`src/rtl/fl_ckpt_ctrl.sv`:
```
// Branch-checkpoint controller for the physical-register free list: snapshots the
// free-list tail per branch, grants tags, and drives a registered rollback on mispredict.
module fl_ckpt_ctrl #(
    parameter int NUM_FL   = 32,
    parameter int NUM_CKPT = 4,
    localparam int FLW     = $clog2(NUM_FL),
    localparam int CW      = $clog2(NUM_CKPT)
) (
    input  logic           clock,
    input  logic           reset,
    input  logic           dispatch_en,
    input  logic           dispatch_is_br,
    input  logic [FLW-1:0] fl_tail_snap,
    input  logic           br_resolve_valid,
    input  logic [CW-1:0]  br_resolve_tag,
    input  logic           br_mispredict,
    output logic           ckpt_avail,
    output logic [CW-1:0]  br_tag,
    output logic [CW:0]    ckpt_count,
    output logic           rollback_en,
    output logic [FLW-1:0] FL_rollback_idx
);

    logic [CW:0]         head_reg, head_next;
    logic [CW:0]         tail_reg, tail_next;
    logic [NUM_CKPT-1:0] valid_reg, valid_next;
    logic [FLW-1:0]      snap_reg [NUM_CKPT];
    logic                rollback_en_reg;
    logic [FLW-1:0]      rollback_idx_reg;

    logic [CW-1:0]       head_idx, tail_idx, tag_off;
    logic [CW-1:0]       slot_off [NUM_CKPT];
    logic [NUM_CKPT-1:0] squash_hit;
    logic                tag_live, mispredict, resolve_ok, alloc;

    assign head_idx   = head_reg[CW-1:0];
    assign tail_idx   = tail_reg[CW-1:0];
    assign ckpt_count = tail_reg - head_reg;
    assign ckpt_avail = (ckpt_count != (CW+1)'(NUM_CKPT));
    assign br_tag     = tail_idx;

    assign tag_live   = valid_reg[br_resolve_tag];
    assign mispredict = br_resolve_valid & br_mispredict & tag_live;
    assign resolve_ok = br_resolve_valid & ~br_mispredict & tag_live;
    // A branch arriving alongside a mispredict is on the wrong path and never allocates.
    assign alloc      = dispatch_en & dispatch_is_br & ckpt_avail & ~mispredict;

    // Age of the resolving tag relative to head; squash every live slot at least that young.
    assign tag_off = br_resolve_tag - head_idx;

    generate
        for (genvar gi = 0; gi < NUM_CKPT; gi++) begin : g_slot
            assign slot_off[gi]   = CW'(gi) - head_idx;
            assign squash_hit[gi] = (slot_off[gi] >= tag_off) &&
                                    ({1'b0, slot_off[gi]} < ckpt_count);
        end
    endgenerate

    always_comb begin
        valid_next = valid_reg;
        tail_next  = tail_reg;
        head_next  = head_reg;
        if (mispredict) begin
            valid_next = valid_reg & ~squash_hit;
            tail_next  = head_reg + {1'b0, tag_off};
        end else begin
            if (resolve_ok) begin
                valid_next[br_resolve_tag] = 1'b0;
            end
            if (alloc) begin
                valid_next[tail_idx] = 1'b1;
                tail_next            = tail_reg + (CW+1)'(1);
            end
        end
        // Head retires in order; a mispredict of the head slot empties the ring instead.
        if ((ckpt_count != '0) && !valid_next[head_idx] && !(mispredict && (tag_off == '0))) begin
            head_next = head_reg + (CW+1)'(1);
        end
    end

    always_ff @(posedge clock or posedge reset) begin
        if (reset) begin
            head_reg         <= '0;
            tail_reg         <= '0;
            valid_reg        <= '0;
            rollback_en_reg  <= 1'b0;
            rollback_idx_reg <= '0;
            for (int i = 0; i < NUM_CKPT; i++) begin
                snap_reg[i] <= '0;
            end
        end else begin
            head_reg        <= head_next;
            tail_reg        <= tail_next;
            valid_reg       <= valid_next;
            rollback_en_reg <= mispredict;
            if (mispredict) begin
                rollback_idx_reg <= snap_reg[br_resolve_tag];
            end
            if (alloc) begin
                snap_reg[tail_idx] <= fl_tail_snap;
            end
        end
    end

    assign rollback_en     = rollback_en_reg;
    assign FL_rollback_idx = rollback_idx_reg;

    // Dispatch must stall branches while every checkpoint slot is in use.
    a_no_br_when_full: assert property (@(posedge clock) disable iff (reset)
        (dispatch_en && dispatch_is_br) |-> ckpt_avail);

endmodule

```
`config.mk`:
```
export PLATFORM = sky130hd
export DESIGN_NAME = fl_ckpt_ctrl
export DESIGN_NICKNAME = d
export VERILOG_FILES = /design/src/rtl/fl_ckpt_ctrl.sv
export SDC_FILE = /design/constraint.sdc
export NUM_CORES = 1
export LEC_CHECK = 0
export ABC_AREA = 1
export CAP_MARGIN = 30
export CORE_MARGIN = 2
export CORE_UTILIZATION = 61
export DETAILED_ROUTE_END_ITERATION = 16
export HOLD_SLACK_MARGIN = 0.1
export PLACE_DENSITY = 0.85
export REMOVE_ABC_BUFFERS = 1
export SLEW_MARGIN = 0
export SYNTH_ARGS = -nofsm -noshare
export SYNTH_HDL_FRONTEND = slang
export SYNTH_SLANG_ARGS = --single-unit
```
`constraint.sdc`:
```
create_clock -name clock -period 3.8 [get_ports clock]
set_clock_uncertainty 0.1 [all_clocks]
set_input_delay 0.76 -clock clock [delete_from_list [all_inputs] [get_ports clock]]
set_output_delay 0.76 -clock clock [all_outputs]
set_load 0.02 [all_outputs]
```
Word level (Yosys, flattened, before mapping)

Cells that the tools add are included.

Add/sub/neg operators: 9
Magnitude comparators: 16
Eq/ne operators: 1
Muxes and demuxes: 20
Bitwise operators: 16
Reduce and logical (&&, ||, !) cells: 15

Operator list:

| operator                                                                             | count |
|---|---|
| 20-bit bitwise mux                                                                   | 1 |
| 4-bit two-way mux                                                                    | 4 |
| 5-bit two-way mux                                                                    | 3 |
| 2-bit by 3-bit < comparator with 1-bit output                                        | 4 |
| 5-bit binary-select mux with 2-bit select                                            | 1 |
| 5-bit demux with 2-bit select                                                        | 1 |
| 1-bit logical AND                                                                    | 10 |
| 2-bit by 3-bit < comparator with 1-bit output (second input constant)                | 3 |
| 4-bit bitwise AND                                                                    | 2 |
| 2-bit greater-or-equal comparator                                                    | 4 |
| 4-bit inverter                                                                       | 2 |
| 1-bit bitwise AND                                                                    | 7 |
| 3-bit by 1-bit adder with 3-bit output (second input constant)                       | 2 |
| 3-bit greater-or-equal comparator (second input constant)                            | 2 |
| 3-bit two-way mux                                                                    | 2 |
| 2-bit inverter with 3-bit output                                                     | 2 |
| 1-bit binary-select mux with 2-bit select                                            | 2 |
| 1-bit demux with 2-bit select                                                        | 2 |
| 2-bit by 1-bit greater-or-equal comparator with 1-bit output (second input constant) | 2 |
| 1-bit two-way mux                                                                    | 4 |
| 4-bit OR                                                                             | 1 |
| 1-bit by 2-bit subtractor with 2-bit output (first input constant)                   | 2 |
| 2-bit subtractor (first input constant)                                              | 2 |
| 3-bit by 2-bit adder with 3-bit output                                               | 1 |
| 9 further kinds                                                                      | 11 |

Bits in registers: 36
Input port bits: 13
Output and inout port bits: 12
Logic and storage cells: 86

Longest topological paths before layout

Word-level depth: 16
Depth in mapped cells: 16
Gate-level depth less buffers: 16

Least setup slack after synthesis

OpenSTA, ideal clock, no wires.

Kind: input -> register
Start point: input port br_resolve_tag[0]
End point: register head_reg[1]
Arrival: 2598 ps
Required time: 3582 ps
Slack: 984 ps
Cell stages on the path: 14
Path buffers: 0
Cells stage by stage: inv_2 > ha_1 > fa_1 > inv_1 > ha_1 > nand2_1 > o211ai_1 > nand3_1 > nand2_1 > nand3_1 > nand3_2 > nand3_2 > nand2_1 > nand2_1

Word-level cells in the longest chain between the ends: 16
Elaborated cells on any way between the ends: 37

Ends and longest elaborated chain:

| what                                                                                                                                                       | RTL line | text |
|---|---|---|
| start, declared                                                                                                                                            | 15       | `input logic [CW-1:0] br_resolve_tag,` |
| 2-bit by 3-bit < comparator with 1-bit output (implied by the code) / 2-bit by 1-bit greater-or-equal comparator with 1-bit output (equally long branches) | 68       | `valid_next[br_resolve_tag] = 1'b0;` |
| 1-bit logical AND (implied by the code)                                                                                                                    | 68       |  |
| 1-bit two-way mux (implied by the code)                                                                                                                    | 68       |  |
| 1-bit demux with 2-bit select                                                                                                                              | 68       |  |
| 4-bit inverter (no source line)                                                                                                                            | n/a      |  |
| 4-bit bitwise AND (no source line)                                                                                                                         | n/a      |  |
| 4-bit two-way mux                                                                                                                                          | 67       | `if (resolve_ok) begin` |
| 4-bit two-way mux                                                                                                                                          | 63       | `if (mispredict) begin` |
| 4-bit OR (no source line)                                                                                                                                  | n/a      |  |
| 4-bit two-way mux                                                                                                                                          | 70       | `if (alloc) begin` |
| 4-bit two-way mux                                                                                                                                          | 63       |  |
| 1-bit binary-select mux with 2-bit select                                                                                                                  | 76       | `if ((ckpt_count != '0) && !valid_next[head_idx] && !(mispredict && (tag_off == '0))) begin` |
| 1-bit two-way mux (implied by the code)                                                                                                                    | 76       |  |
| 1-bit logical NOT                                                                                                                                          | 76       |  |
| 1-bit logical AND                                                                                                                                          | 76       |  |
| 1-bit logical AND (*)                                                                                                                                      | 76       |  |
| end signal, assigned                                                                                                                                       | 92       | `head_reg <= head_next;` |
| end, declared                                                                                                                                              | 24       | `logic [CW:0] head_reg, head_next;` |

Mark *: on every way between the ends. The rest lies on a longest branch, timed or not. The select of a mux whose other input is x is not followed.
A chain may end at the register's enable or synchronous reset.

Worst setup path after layout

Start point: register head_reg[1]
End point: output port ckpt_avail

Word-level cells in the longest chain between the ends: 2

Ends and longest elaborated chain:

| what             | RTL line | text |
|---|---|---|
| 3-bit subtractor | 38       | `assign ckpt_count = tail_reg - head_reg;` |
| 3-bit != test    | 39       | `assign ckpt_avail = (ckpt_count != (CW+1)'(NUM_CKPT));` |
| end, declared    | 17       | `output logic ckpt_avail,` |

No other way between the ends.

==> impl_summary.txt <==
----------------------------------------------------
[Outcome]
  Run status ... finished, final reports clean

[Worst hold path]
  Hold Crit Class ... reg -> reg

[Worst setup path]
  Worst endpoint required time ... 2.94 ns
  Element type at the critical path start ... flop
  Buffers plus inverters on the worst setup path ... 2
  Worst setup path class ... reg -> out
  Critical path fanouts, max ... 10
  CP endpoint kind ... output port
  Cell type group with the largest total delay on the critical path ... buffers and inverters
  Ordered list of cells on the worst path ... inv_1 -> fa_1 -> nor2_1 -> nand3_1 -> clkdlybuf4s50_1
  CP Data Arrival Time ... 2.62 ns
  Max stage delay on crit path ... 0.58 ns
  Slowest stage cell, crit path ... sky130_fd_sc_hd__dfrtp_1

[GRT]
  Largest net degree at the start of global routing ... 37
  Global-route wire length before repair ... 8714 um
  Total Routing Usage GR ... 27.17%
  Number of antenna violations at the first check in global routing ... 0
  Via count of the first global-routing pass ... 1894
  Global route total overflow ... 0

[Floorplan]
  Area enclosed by the die boundary ... 4253 um2
  Top-level I/O count ... 25
  Die extent in y ... 65.22 um
  Die extent in x ... 65.22 um
  Initial Util ... 62.91%
  Core ar. ... 3633 um2
  Floorplan row count ... 22

[Clock network]
  Master cell of the clock root buffer ... sky130_fd_sc_hd__clkbuf_8
  Inserted Clock Buffers ... 5
  Total setup buffers inserted after CTS ... 0
  Clock tree from TritonCTS ... built
  Cts hold-fix bufs ... 0
  Cells resized by post-CTS repair ... 0
  Clk slew on worst S/H paths ... 0.08 ns
  Bufs on Longest Clock Path ... 2
  Clock sink count ... 36
  Clock latency reported for the late side of the worst-skew pair ... 0.30 ns
  Max H-tree Level ... 2

[STA]
  Final period utilization ... 91.54%
  Achievable frequency ... 287.5 MHz
  Total of endpoints with negative setup slack in the final report ... 0
  Slew Limit Headroom ... 66.40%
  Final hold violations ... 0
  RSZ-0062 raised after global routing ... no
  Shortest clock period the worst path allows after layout ... 3.479 ns
  Number of pins exceeding their max-slew limit in the final report ... 0
  Worst-Margin Slew ... 0.5025 ns
  Final-layout setup total negative slack ... 0 ns

[Pwr]
  Combinational fraction of design power ... 57.6%
  Cell leakage power ... 1.335 nW
  Sequential share of power ... 29.0%
  Switch share ... 45.96%
  Total chip power ... 0.002495 W
  VDD IR max ... 532.9 uV
  PwrDens ... 930.9 nW/um2
  Clock power frac ... 13.4%
  Internal power ... 0.001348 W
  Switching power ... 0.001147 W

[Yosys]
  Post-synthesis register bit count ... 36
  Number of distinct library cell variants in the gate-level netlist after synthesis ... 28
  Primary FF master, synth ... sky130_fd_sc_hd__dfrtp_1
  EDFF count, synth ... 0
  Yosys warns ... 0
  Proportion of synthesized chip area in sequential cells ... 39.41%
  Post-Syn Area per Cell ... 8.106 um2
  Syn Std Cell Area ... 2286 um2
  FFs w/ async S/R, synth ... 100.0%
  Mapped Cells ... 282

[Cells and area]
  Antenna diode count ... 0
  Area of all placed cells without fillers ... 2680 um2
  P&R area growth vs syn ... 17.24%
  Share of post-route cells with drive strength above 1 ... 9.325%
  Flip-flop count of the largest register after layout ... 20
  Nets ... 342

[Drt]
  Count of routing violations after the opening detailed-route iteration ... 171
  Vias ... 2006
  Average detailed-routed wire length per instance ... 14.13 um
  Final wirelength ... 5074 um
  Number of search-and-repair iterations in the first detailed-routing pass ... 4
  Via-per-instance ratio ... 5.588
  Post-route DRC violation count ... 0
  Remaining number of nets flagged by the antenna check after routing ... 0

[Flow run]
  Number of violations of the max-capacitance limit ... 0

[Placed design]
  Port buffer count ... 24
  Cell Area, Placed ... 2569 um2
  Detail Placement HPWL ... 3641 um
  Final estimated routing congestion in global placement ... 0.8897

----------------------------------------------------
-- cells in the mapped netlist, types with 2 or more instances --
library cell,n,area share (%)
sky130_fd_sc_hd__nand3_2,3,1.3
sky130_fd_sc_hd__nand3b_1,3,0.99
sky130_fd_sc_hd__nor2_2,2,0.55
sky130_fd_sc_hd__nor2_1,10,1.6
sky130_fd_sc_hd__nand2_1,79,13
sky130_fd_sc_hd__a41oi_1,5,1.9
sky130_fd_sc_hd__buf_2,5,1.1
sky130_fd_sc_hd__ha_1,16,8.8
sky130_fd_sc_hd__buf_6,2,0.99
sky130_fd_sc_hd__inv_1,34,5.6
sky130_fd_sc_hd__buf_4,2,0.66
sky130_fd_sc_hd__fa_1,3,2.6
sky130_fd_sc_hd__inv_2,2,0.33
sky130_fd_sc_hd__nand2_4,2,0.99
sky130_fd_sc_hd__o211ai_1,4,1.3
sky130_fd_sc_hd__nand3_1,20,4.4
sky130_fd_sc_hd__nor2_4,3,1.5
sky130_fd_sc_hd__nand2_2,3,0.82
sky130_fd_sc_hd__nand4_1,6,1.6
sky130_fd_sc_hd__xor2_1,2,0.77
sky130_fd_sc_hd__o21ai_0,30,6.6
sky130_fd_sc_hd__dfrtp_1,36,39
sky130_fd_sc_hd__a22oi_1,5,1.6
-- cells by family (layout without fill, tap and decap cells) --
family                     count (synthesis)  after routing  synth area share, %
buffers and inverters                     45             74                8.648
AOI/OAI and AO/OA                         48             48                12.64
xor gates and xnor gates                   3              3                1.150
DFF                                       36             36                39.41
adders and majority gates                 19             19                11.38
and+or+nand+nor                          131            131                26.77
-- final timing paths --
check                                   from            endpoint  slack [ns]  cells past startpoint
worst max-delay path             head_reg[1]          ckpt_avail        0.32                      5
worst min-delay path            snap_reg[11]        snap_reg[11]        0.39                      2
worst max register to register   head_reg[1]         head_reg[1]        0.82                     13
worst min register to register  snap_reg[11]        snap_reg[11]        0.39                      2
max in group asynchronous              reset        snap_reg[19]        2.51                      3
min in group asynchronous              reset  FL_rollback_idx[3]        0.76                      3
-- stage by stage --
stage,utilization [%],hold WS (ns),worst slack (ns),std cells
floorplan,-,0.3527,0.8416,273
global placement,70.70,0.3663,0.3359,351
detailed placement,70.70,0.3727,0.1929,351
CTS,73.76,0.3908,0.3184,359
global route,73.76,0.4157,0.1892,359
finish,73.76,0.3917,0.3213,359
-- worst reg2reg max path, cell delays in order, from the launching register on --
cell                      delay (ns)
sky130_fd_sc_hd__dfrtp_1        0.58
sky130_fd_sc_hd__inv_1          0.25
sky130_fd_sc_hd__fa_1           0.61
sky130_fd_sc_hd__inv_1          0.11
sky130_fd_sc_hd__ha_1           0.31
sky130_fd_sc_hd__a21o_1         0.18
sky130_fd_sc_hd__nand2_1        0.06
sky130_fd_sc_hd__nand2_1        0.07
sky130_fd_sc_hd__nand2_1        0.10
sky130_fd_sc_hd__nand4_1        0.11
sky130_fd_sc_hd__nand3_2        0.15
sky130_fd_sc_hd__nand3_2        0.10
sky130_fd_sc_hd__nand2_1        0.07
sky130_fd_sc_hd__nand2_1        0.06
-- layer usage --
metal	GRT usage, %	vias up	share of wire [%]
li1	-	978	-
met4	13.28	0	2.1
met2	40.05	69	46
met1	38.64	945	46
met3	4.966	14	5.9
met5	0	-	0
-- cell usage in the layout (no fill, tap or decap) --
cell | synthesis | final
sky130_fd_sc_hd__o31ai_1 | 1 | 1
sky130_fd_sc_hd__xor2_1 | 2 | 2
sky130_fd_sc_hd__nand3b_1 | 3 | 3
sky130_fd_sc_hd__nand2_2 | 3 | 3
sky130_fd_sc_hd__inv_1 | 34 | 34
sky130_fd_sc_hd__nand2_4 | 2 | 2
sky130_fd_sc_hd__a22oi_1 | 5 | 5
sky130_fd_sc_hd__nand3_1 | 20 | 20
sky130_fd_sc_hd__xnor2_1 | 1 | 1
sky130_fd_sc_hd__clkinvlp_4 | 0 | 1
sky130_fd_sc_hd__inv_2 | 2 | 2
sky130_fd_sc_hd__nor2_2 | 2 | 2
sky130_fd_sc_hd__a41oi_1 | 5 | 5
sky130_fd_sc_hd__nor2_1 | 10 | 10
sky130_fd_sc_hd__o21ai_0 | 30 | 30
sky130_fd_sc_hd__a21oi_1 | 1 | 1
sky130_fd_sc_hd__buf_4 | 2 | 6
sky130_fd_sc_hd__dfrtp_1 | 36 | 36
sky130_fd_sc_hd__clkdlybuf4s50_1 | 0 | 24
sky130_fd_sc_hd__o211ai_1 | 4 | 4
sky130_fd_sc_hd__ha_1 | 16 | 16
sky130_fd_sc_hd__fa_1 | 3 | 3
sky130_fd_sc_hd__clkbuf_8 | 0 | 5
sky130_fd_sc_hd__nor2_4 | 3 | 3
sky130_fd_sc_hd__a21boi_0 | 1 | 1
sky130_fd_sc_hd__nand3_2 | 3 | 3
sky130_fd_sc_hd__clkinv_2 | 0 | 1
sky130_fd_sc_hd__nand2_1 | 79 | 79
sky130_fd_sc_hd__bufinv_16 | 0 | 1
sky130_fd_sc_hd__a21o_1 | 1 | 1
sky130_fd_sc_hd__nand4_1 | 6 | 6
-- area by class of cell --
type	count	area, um2
tap	48	60.06
sequential	36	900.9
multi-input combinational	201	1187
clock inverter	3	42.54
inverter	36	135.1
timing repair buffer	30	285.3
clock buffer	5	68.82
fill	287	953.4
-- power groups by stage --
stage	logic (W)	registers (W)	clock network [W]
2_1_floorplan	0.000942	0.000737	0
3_3_place_gp	0.00136	0.000718	0
6_report	0.00144	0.000723	0.000335
3_5_place_dp	0.00141	0.000725	0
5_1_grt	0.00162	0.000745	0.000360
4_1_cts	0.00143	0.000718	0.000341
(Power assumes the default switching activity.)
